===== src/rtl/brlite_svc_buffer_pkg.sv =====
// Types and constants shared by the BrLite service receive buffer and its FIFO.
package brlite_svc_buffer_pkg;

  localparam logic [1:0] BR_SVC_TGT = 2'd0;
  localparam logic [1:0] BR_SVC_ALL = 2'd1;
  localparam logic [1:0] BR_SVC_MON = 2'd2;
  localparam logic [1:0] BR_SVC_CLR = 2'd3;

  typedef struct packed {
    logic [7:0]  ksvc;
    logic [15:0] seq_source;
    logic [15:0] producer;
    logic [31:0] payload;
  } brlite_svc_t;

  typedef struct packed {
    logic [1:0]  service;
    logic [7:0]  ksvc;
    logic [15:0] seq_source;
    logic [15:0] producer;
    logic [31:0] payload;
  } brlite_flit_t;

  typedef enum logic [1:0] {
    RX_IDLE     = 2'd0,
    RX_ACK      = 2'd1,
    RX_WAIT_LOW = 2'd2
  } rx_state_e;

  localparam int unsigned BRLITE_SVC_W = $bits(brlite_svc_t);

  // Strip the routing service code; the NI only needs the message body.
  function automatic brlite_svc_t flit_to_svc(input brlite_flit_t f);
    brlite_svc_t s;
    s.ksvc       = f.ksvc;
    s.seq_source = f.seq_source;
    s.producer   = f.producer;
    s.payload    = f.payload;
    return s;
  endfunction

endpackage


===== src/rtl/brlite_svc_fifo.sv =====
// Generic synchronous FIFO with occupancy count; push ignored when full, pop ignored when empty.
module brlite_svc_fifo #(
  parameter int unsigned DEPTH = 8,
  parameter int unsigned WIDTH = 72
) (
  input  logic                    clk,
  input  logic                    rst_n,
  input  logic                    push,
  input  logic                    pop,
  input  logic [WIDTH-1:0]        din,
  output logic [WIDTH-1:0]        dout,
  output logic                    empty,
  output logic                    full,
  output logic [$clog2(DEPTH):0]  count
);

  localparam int unsigned AW = $clog2(DEPTH);
  localparam int unsigned CW = AW + 1;

  logic [WIDTH-1:0] mem [DEPTH];
  logic [AW-1:0]    wr_ptr;
  logic [AW-1:0]    rd_ptr;
  logic             do_push;
  logic             do_pop;

  assign empty   = (count == '0);
  assign full    = (count == CW'(DEPTH));
  assign do_push = push && !full;
  assign do_pop  = pop && !empty;
  assign dout    = mem[rd_ptr];

  // Pointers wrap naturally; count tracks occupancy independently.
  always_ff @(posedge clk) begin
    if (!rst_n) begin
      wr_ptr <= '0;
      rd_ptr <= '0;
      count  <= '0;
    end else begin
      if (do_push) wr_ptr <= wr_ptr + AW'(1);
      if (do_pop)  rd_ptr <= rd_ptr + AW'(1);
      case ({do_push, do_pop})
        2'b10:   count <= count + CW'(1);
        2'b01:   count <= count - CW'(1);
        default: count <= count;
      endcase
    end
  end

  always_ff @(posedge clk) begin
    if (do_push) mem[wr_ptr] <= din;
  end

endmodule


===== src/rtl/brlite_svc_buffer.sv =====
// BrLite local-port receive endpoint: req/ack capture, monitor filter, service FIFO to the NI.
// BRLITE_SVC_DROP_CNT_EN: drop-and-count flits that arrive while full instead of back-pressuring.
module brlite_svc_buffer
  import brlite_svc_buffer_pkg::*;
#(
  parameter int unsigned DEPTH = 8
`ifdef BRLITE_SVC_DROP_CNT_EN
  , parameter int unsigned DROP_CNT_W = 16
`endif
) (
  input  logic                   clk_i,
  input  logic                   rst_ni,
  input  logic                   br_req_i,
  output logic                   br_ack_o,
  input  brlite_flit_t           br_data_i,
  output logic                   br_svc_rx_o,
  input  logic                   br_svc_ack_i,
  output brlite_svc_t            br_svc_data_o,
  output logic [$clog2(DEPTH):0] br_svc_count_o
`ifdef BRLITE_SVC_DROP_CNT_EN
  , output logic [DROP_CNT_W-1:0] br_svc_drops_o
`endif
);

  rx_state_e   state_q;
  rx_state_e   state_d;
  logic        is_mon;
  logic        fifo_full;
  logic        fifo_empty;
  logic        accept_c;
  logic        push_c;
  logic        ack_d;
  logic        ack_q;
  brlite_svc_t fifo_din;
  brlite_svc_t fifo_dout;

  assign is_mon   = (br_data_i.service == BR_SVC_MON);
  assign fifo_din = flit_to_svc(br_data_i);

  // Capture decision uses the pre-edge fill level; no same-cycle bypass.
`ifdef BRLITE_SVC_DROP_CNT_EN
  assign accept_c = (state_q == RX_IDLE) && br_req_i;
`else
  assign accept_c = (state_q == RX_IDLE) && br_req_i && (is_mon || !fifo_full);
`endif

  always_ff @(posedge clk_i) begin
    if (!rst_ni) state_q <= RX_IDLE;
    else         state_q <= state_d;
  end

  always_comb begin
    state_d = state_q;
    case (state_q)
      RX_IDLE:     if (accept_c) state_d = RX_ACK;
      RX_ACK:      state_d = RX_WAIT_LOW;
      RX_WAIT_LOW: if (!br_req_i) state_d = RX_IDLE;
      default:     state_d = RX_IDLE;
    endcase
  end

  always_comb begin
    ack_d  = 1'b0;
    push_c = 1'b0;
    ack_d  = (state_d == RX_ACK);
    push_c = accept_c && !is_mon && !fifo_full;
  end

  always_ff @(posedge clk_i) begin
    if (!rst_ni) ack_q <= 1'b0;
    else         ack_q <= ack_d;
  end

  assign br_ack_o    = ack_q;
  assign br_svc_rx_o = !fifo_empty;
  assign br_svc_data_o = fifo_dout;

  brlite_svc_fifo #(
    .DEPTH (DEPTH),
    .WIDTH (BRLITE_SVC_W)
  ) u_fifo (
    .clk   (clk_i),
    .rst_n (rst_ni),
    .push  (push_c),
    .pop   (br_svc_ack_i),
    .din   (fifo_din),
    .dout  (fifo_dout),
    .empty (fifo_empty),
    .full  (fifo_full),
    .count (br_svc_count_o)
  );

`ifdef BRLITE_SVC_DROP_CNT_EN
  logic                  drop_c;
  logic [DROP_CNT_W-1:0] drops_q;

  assign drop_c = accept_c && !is_mon && fifo_full;

  // Saturating count of flits discarded for lack of space.
  always_ff @(posedge clk_i) begin
    if (!rst_ni)                          drops_q <= '0;
    else if (drop_c && (drops_q != '1))   drops_q <= drops_q + DROP_CNT_W'(1);
  end

  assign br_svc_drops_o = drops_q;
`endif

endmodule


===== config.mk =====
export PLATFORM = sky130hd
export DESIGN_NAME = brlite_svc_buffer
export DESIGN_NICKNAME = d
export VERILOG_FILES = /design/src/rtl/brlite_svc_buffer_pkg.sv /design/src/rtl/brlite_svc_fifo.sv /design/src/rtl/brlite_svc_buffer.sv
export SDC_FILE = /design/constraint.sdc
export NUM_CORES = 1
export LEC_CHECK = 0
export CAP_MARGIN = 0
export CORE_UTILIZATION = 48
export DETAILED_ROUTE_END_ITERATION = 7
export DONT_BUFFER_PORTS = 1
export PLACE_DENSITY = 0.64
export SYNTH_ARGS = -nofsm -noshare
export SYNTH_HDL_FRONTEND = slang
export SYNTH_HIERARCHICAL = 1
export SYNTH_SLANG_ARGS = --single-unit

===== constraint.sdc =====
create_clock -name clk_i -period 13.1 [get_ports clk_i]
set_input_delay 2.62 -clock clk_i [delete_from_list [all_inputs] [get_ports clk_i]]
set_output_delay 2.62 -clock clk_i [all_outputs]
set_load 0.03 [all_outputs]

==> results.yml, run 1 <==
synth:
  synth_top_area_frac: 0.761
  ys_ff_latch: 592
  synth_simple_gate_area_share: 0.0110
  yosys_warnings: 6
  avgSynthCellArea_um2: 24.6
  synthArstFlopShare: 0
  synth_area_um2: 22700
  synth-edff-count: 576
  synth_top_flop_cell: "edfxtp_1"
  synth_top_area_cell: "edfxtp_1"
  ys_seq_area_frac: 0.775
  post_synth_xor_area_fraction: 0.00231
  yosys.area_share.adder: 0.00275
  synth_compound_area_frac: 0.00518
  syn_nets: 1005
  muxShareOfSynthArea: 0.189
  synth_top_family_by_area: "multiplexers"
  netlist_instances: 922
  ys_types: 39
  ys_top_cells_by_area: "edfxtp_1 76%, mux4_2 14%, mux2_4 4.0%, dfxtp_1 1.4%, buf_12 0.62%"
global_routing:
  grt_first_pass_wirelength_um: 62300
  grt_max_degree: 60
  antenna_found_initial: 0
  first_global_vias: 9822
  grt.overflow.total: 0
  gr-usage-all-layers: 0.178
worst_hold_path:
  hold_class: "reg2reg"
  worstHoldStart: "state_q[0]$_SDFF_PN0_"
sta:
  worst_slew_margin_rel: 0.203
  period_needed_ns: 6.14
  final.setup_skew_ns: 0.0108
  tightest_slew_ns: 1.19
  min_period_over_period: 0.469
  setup_viol: 0
  hold_viol: 0
  slew_violations: 0
  hold_ws_ns: 0.495
  fmax_ghz: 0.163
  rsz0062_at_grt: "false"
  setup_tns_ns: 0
cts:
  post-cts-setup-buffer-count: 0
  cts_tree: "yes"
  root_buffer: "clkbuf_16"
  cts.sinks: 592
  cts-resized-gates: 0
  holdBufCountCts: 0
  htreeDepth: 2
  cts_inserted_buffers: 57
  clockBufferDepth: 3
  clkLatencyLatePin_ns: 0.60
  clkSlewWorstSetupHoldPaths_ns: 0.06
outcome:
  violations: "design-rule violations"
  status: "finished, violations left"
worst_setup_path:
  startpoint_type: "flop"
  cp.arrival_ns: 3.52
  cp.required_ns: 10.48
  worstReg2RegStart: "u_fifo/count[1]$_SDFFE_PN0P_"
  reg2reg_depth: 7
  crit_fanout: 33
  crit_type: "reg2out"
  cp-end-kind: "output pin"
  cp-endpoint: "br_svc_data_o[3]"
  r2r_end: "u_fifo/mem[2][23]$_DFFE_PP_"
  ff2ff_setup_slack_ns: 8.51
route:
  finalWirelength_um: 41500
  detailroute.via_count: 9174
  drtPass1Iterations: 6
  wl_per_cell_um: 25.8
  via_per_inst: 5.69
  drcViolationCount: 14
  postRouteAntennaNets: 0
  initialDrtViolationCount: 590
layout:
  drive_gt1_frac: 0.334
  insertedDiodeCount: 0
  nets: 1039
  syn2layout_area_growth_pct: 11.2
  final_cell_mix: "576 x edfxtp_1, 144 x mux4_2, 60 x mux2_4"
  final_common_cell: "edfxtp_1"
floorplan:
  boundaryPins: 156
  start_util: 0.487
  dieArea_um2: 48200
  die-height_um: 220
  row_count: 79
  die_w_um: 220
  core_region_area_um2: 46700
run:
  max_cap_violations: 0
pwr:
  power_density_nw_per_um2: 189
  power_leakage_nw: 7.75
  ir_drop_mv: 0.147
place:
  dp_hpwl_um: 23300
  port_buffers: 0
  gp_congestion: 0.695
==> power by group <==
group	total, mW	internal, mW	switching [mW]
Clock	1.63	0.958	0.668
Sequential	2.21	2.16	0.0553
Combinational	0.939	0.421	0.518
Total	4.78	3.54	1.24
==> critical path, cell delays in order, from the launching register on <==
cell	delay, ns
dfxtp_4	0.66
buf_4	0.66
buf_4	0.62
mux4_2	0.58
mux2_2	0.37
==> flip-flops by register name (all words and copies together), names as in the netlist, named ones only <==
| register | count |
|---|---|
| br_ack_o | 1 |
| u_fifo/wr_ptr | 3 |
| u_fifo/mem | 576 |
| u_fifo/count | 4 |
| state_q | 2 |
| u_fifo/rd_ptr | 3 |
==> per-stage QoR <==
step | instance area (um^2) | util | setup WS, ns | std cells | total power [mW]
finish | 25300 | 0.541 | 6.96 | 1611 | 4.78
global route | 25300 | 0.541 | 6.64 | 1611 | 4.95
CTS | 25300 | 0.541 | 6.78 | 1611 | 4.84
detailed placement | 23400 | 0.501 | 6.79 | 1504 | 3.22
global placement | 23400 | 0.501 | 6.82 | 1504 | 3.21
floorplan | 22700 | - | 3.87 | 922 | 3.10
==> area by class of cell <==
type	count	area (um^2)
Inverter	4	15.0
Fill cell	3527	21400
Clock inverter	22	255
Tap cell	607	759
Timing Repair Buffer	18	135
Sequential cell	592	17600
Multi-Input combinational cell	283	4840
Clock buffer	85	1620
==> layer usage <==
layer	up-vias	global-route usage	part of all wire
li1	3984	-	-
met1	4899	0.231	0.41
met2	222	0.292	0.50
met3	69	0.0512	0.073
met4	0	0.0565	0.022
met5	-	0	0
==> synth_stat cells (all sizes together) (4+ instances only) <==
master  instances
and2            5
buf            31
o21ai           4
nor2            6
edfxtp        576
nand2b          6
nand2          10
ha              5
mux2           72
inv             4
clkbuf         12
dfxtp          16
a21boi          4
mux4          144
==> logic make-up after synthesis <==
group           count (synthesis)
flops                         592
mux                           218
buf+inv                        47
simple gates                   42
compound gates                 12
xor+xnor                        6
fa+ha+maj                       5
==> worst min path at each step <==
stage	endpoint	cells past startpoint
finish	state_q[1]$_SDFF_PN0_	2
global route	u_fifo/wr_ptr[0]$_SDFFE_PN0P_	2
CTS	state_q[1]$_SDFF_PN0_	2
detailed placement	state_q[1]$_SDFF_PN0_	2
global placement	state_q[1]$_SDFF_PN0_	2
floorplan	state_q[1]$_SDFF_PN0_	2
Note: power is estimated with default switching activity, not from simulation.
==> run 2, diff against run 1 <==
==> constraint.sdc (replaced) <==
create_clock -name clk_i -period 6.3 [get_ports clk_i]
set_input_delay 1.26 -clock clk_i [delete_from_list [all_inputs] [get_ports clk_i]]
set_output_delay 1.26 -clock clk_i [all_outputs]
set_load 0.03 [all_outputs]
==> run 2 against run 1 <==
Effect of this change: the run still ends with design-rule violations left; sequential power is 110% higher; global-route usage is 0.36 points lower; combinational power is 110% higher; worst setup slack got worse by 4.6 ns; count of clock-buffer cells in the layout shrank 6; total power is 110% higher; flip-flop and latch count did not move; core utilization barely moved; register-to-register slack worse by 6.1 ns; non-clock buffer count rose by 3; clock skew increased by 0.0028 ns; final cell count increased by 0.19%.
==> results.yml, run 2 (synthesis gave the netlist of run 1 again) <==
sta:
  rsz0062_at_grt: "false"
  worst_slew_margin_rel: 0.393
  fmax_ghz: 0.251
  min_period_over_period: 0.632
  setup_viol: 0
  postLayoutSetupSlackWorst_ns: 2.32
  period_needed_ns: 3.98
  hold_viol: 0
  setup_tns_ns: 0
  tightest_slew_ns: 0.911
  slew_violations: 0
  final.setup_skew_ns: 0.0136
worst_setup_path:
  reg2reg_depth: 6
  cp.arrival_ns: 2.72
  crit_fanout: 128
  cp.required_ns: 5.04
  worstReg2RegStart: "u_fifo/count[1]$_SDFFE_PN0P_"
  cp-end-kind: "output pin"
  startpoint_type: "flop"
  r2r_end: "u_fifo/mem[5][15]$_DFFE_PP_"
  ff2ff_setup_slack_ns: 2.37
  crit_type: "reg2out"
run:
  max_cap_violations: 0
cts:
  htreeDepth: 2
  cts-resized-gates: 0
  post-cts-setup-buffer-count: 0
  clkSlewWorstSetupHoldPaths_ns: 0.06
  cts.sinks: 592
  holdBufCountCts: 0
  cts_inserted_buffers: 58
  cts_tree: "yes"
  root_buffer: "clkbuf_16"
  clockBufferDepth: 3
  clkLatencyLatePin_ns: 0.61
layout:
  final_cells: 1614
  final_common_cell: "edfxtp_1"
  fin_util: 0.541
  syn2layout_area_growth_pct: 11.2
  nets: 1043
  largest-register: "u_fifo/mem"
  final_cell_mix: "576 x edfxtp_1, 144 x mux4_2, 61 x clkbuf_16"
  largest_register_ffs: 576
  drive_gt1_frac: 0.324
  insertedDiodeCount: 0
  top_regs: "u_fifo/mem: 576 flops, u_fifo/count: 4 flops"
pwr:
  p_total_mw: 9.81
  swShare: 0.262
  pwr-share-seq: 0.465
  power_frac_clock: 0.333
  power_density_nw_per_um2: 388
  ir_drop_mv: 0.280
  power_leakage_nw: 7.73
  intPower_mw: 7.24
  power_frac_comb: 0.202
  power.switching_mw: 2.57
global_routing:
  antenna_found_initial: 0
  first_global_vias: 9663
  gr-usage-all-layers: 0.175
  grt_max_degree: 129
  grt_first_pass_wirelength_um: 61400
  grt.overflow.total: 0
worst_hold_path:
  hold_class: "reg2reg"
  holdPathStages: 2
  worstHoldStart: "u_fifo/wr_ptr[0]$_SDFFE_PN0P_"
  hold_end: "u_fifo/wr_ptr[0]$_SDFFE_PN0P_"
route:
  postRouteAntennaNets: 0
  drcViolationCount: 22
  initialDrtViolationCount: 691
  detailroute.via_count: 9214
  wl_per_cell_um: 25.6
  via_per_inst: 5.71
  finalWirelength_um: 41300
  drtPass1Iterations: 7
place:
  dp_hpwl_um: 22100
  post-place-ws_ns: 2.02
  port_buffers: 0
  gp_congestion: 0.703
  dp.cells: 1507
floorplan:
  start_util: 0.487
  die-height_um: 220
  core_region_area_um2: 46700
  row_count: 79
  dieArea_um2: 48200
  die_w_um: 220
  boundaryPins: 156
outcome:
  status: "finished, violations left"
  violations: "design-rule violations"
run 2: metal layers:
metal  track usage  up-vias  share of wire
met5             0        -              0
met4        0.0588        0          0.021
met3        0.0505       55          0.076
met2         0.273      223           0.48
met1         0.237     4947           0.43
li1              -     3989              -
run 2: power by group through the flow:
stage                     Clock, mW  Sequential (mW)  Combinational [mW]
after detailed placement          0             4.65                2.03
after floorplan                   0             4.62                1.80
after global placement            0             4.64                2.03
after CTS                      3.33             4.56                2.04
after global routing           3.47             4.57                2.11
final                          3.27             4.56                1.98
run 2: final cells by class:
| class | instances | area, um^2 |
|---|---|---|
| fill | 3456 | 21400 |
| sequential | 592 | 17600 |
| multi-input combinational | 283 | 4850 |
| clock buffer | 79 | 1620 |
| tap | 607 | 759 |
| timing repair buffer | 21 | 220 |
| clock inverter | 28 | 164 |
| inverter | 4 | 15.0 |
run 2: how the worst max path moves through the flow:
stage | endpoint | cells past startpoint
after floorplan | u_fifo/mem[2][0]$_DFFE_PP_ | 5
after global placement | u_fifo/mem[5][13]$_DFFE_PP_ | 5
after CTS | u_fifo/mem[5][24]$_DFFE_PP_ | 6
after detailed placement | u_fifo/mem[5][17]$_DFFE_PP_ | 5
final | br_svc_data_o[9] | 3
after global routing | u_fifo/mem[5][15]$_DFFE_PP_ | 6
run 2: per-stage QoR:
step           hold WS (ns)  cell area [um^2]
6_report              0.492             25300
5_1_grt               0.529             25300
3_5_place_dp          0.484             23500
4_1_cts               0.494             25300
2_1_floorplan         0.450             22700
3_3_place_gp          0.476             23500
run 2: critical path, cell delays in order (launching register included):
cell and delay, ns:
dfxtp_4 0.52, buf_12 0.57, mux4_2 0.43, mux2_2 0.38
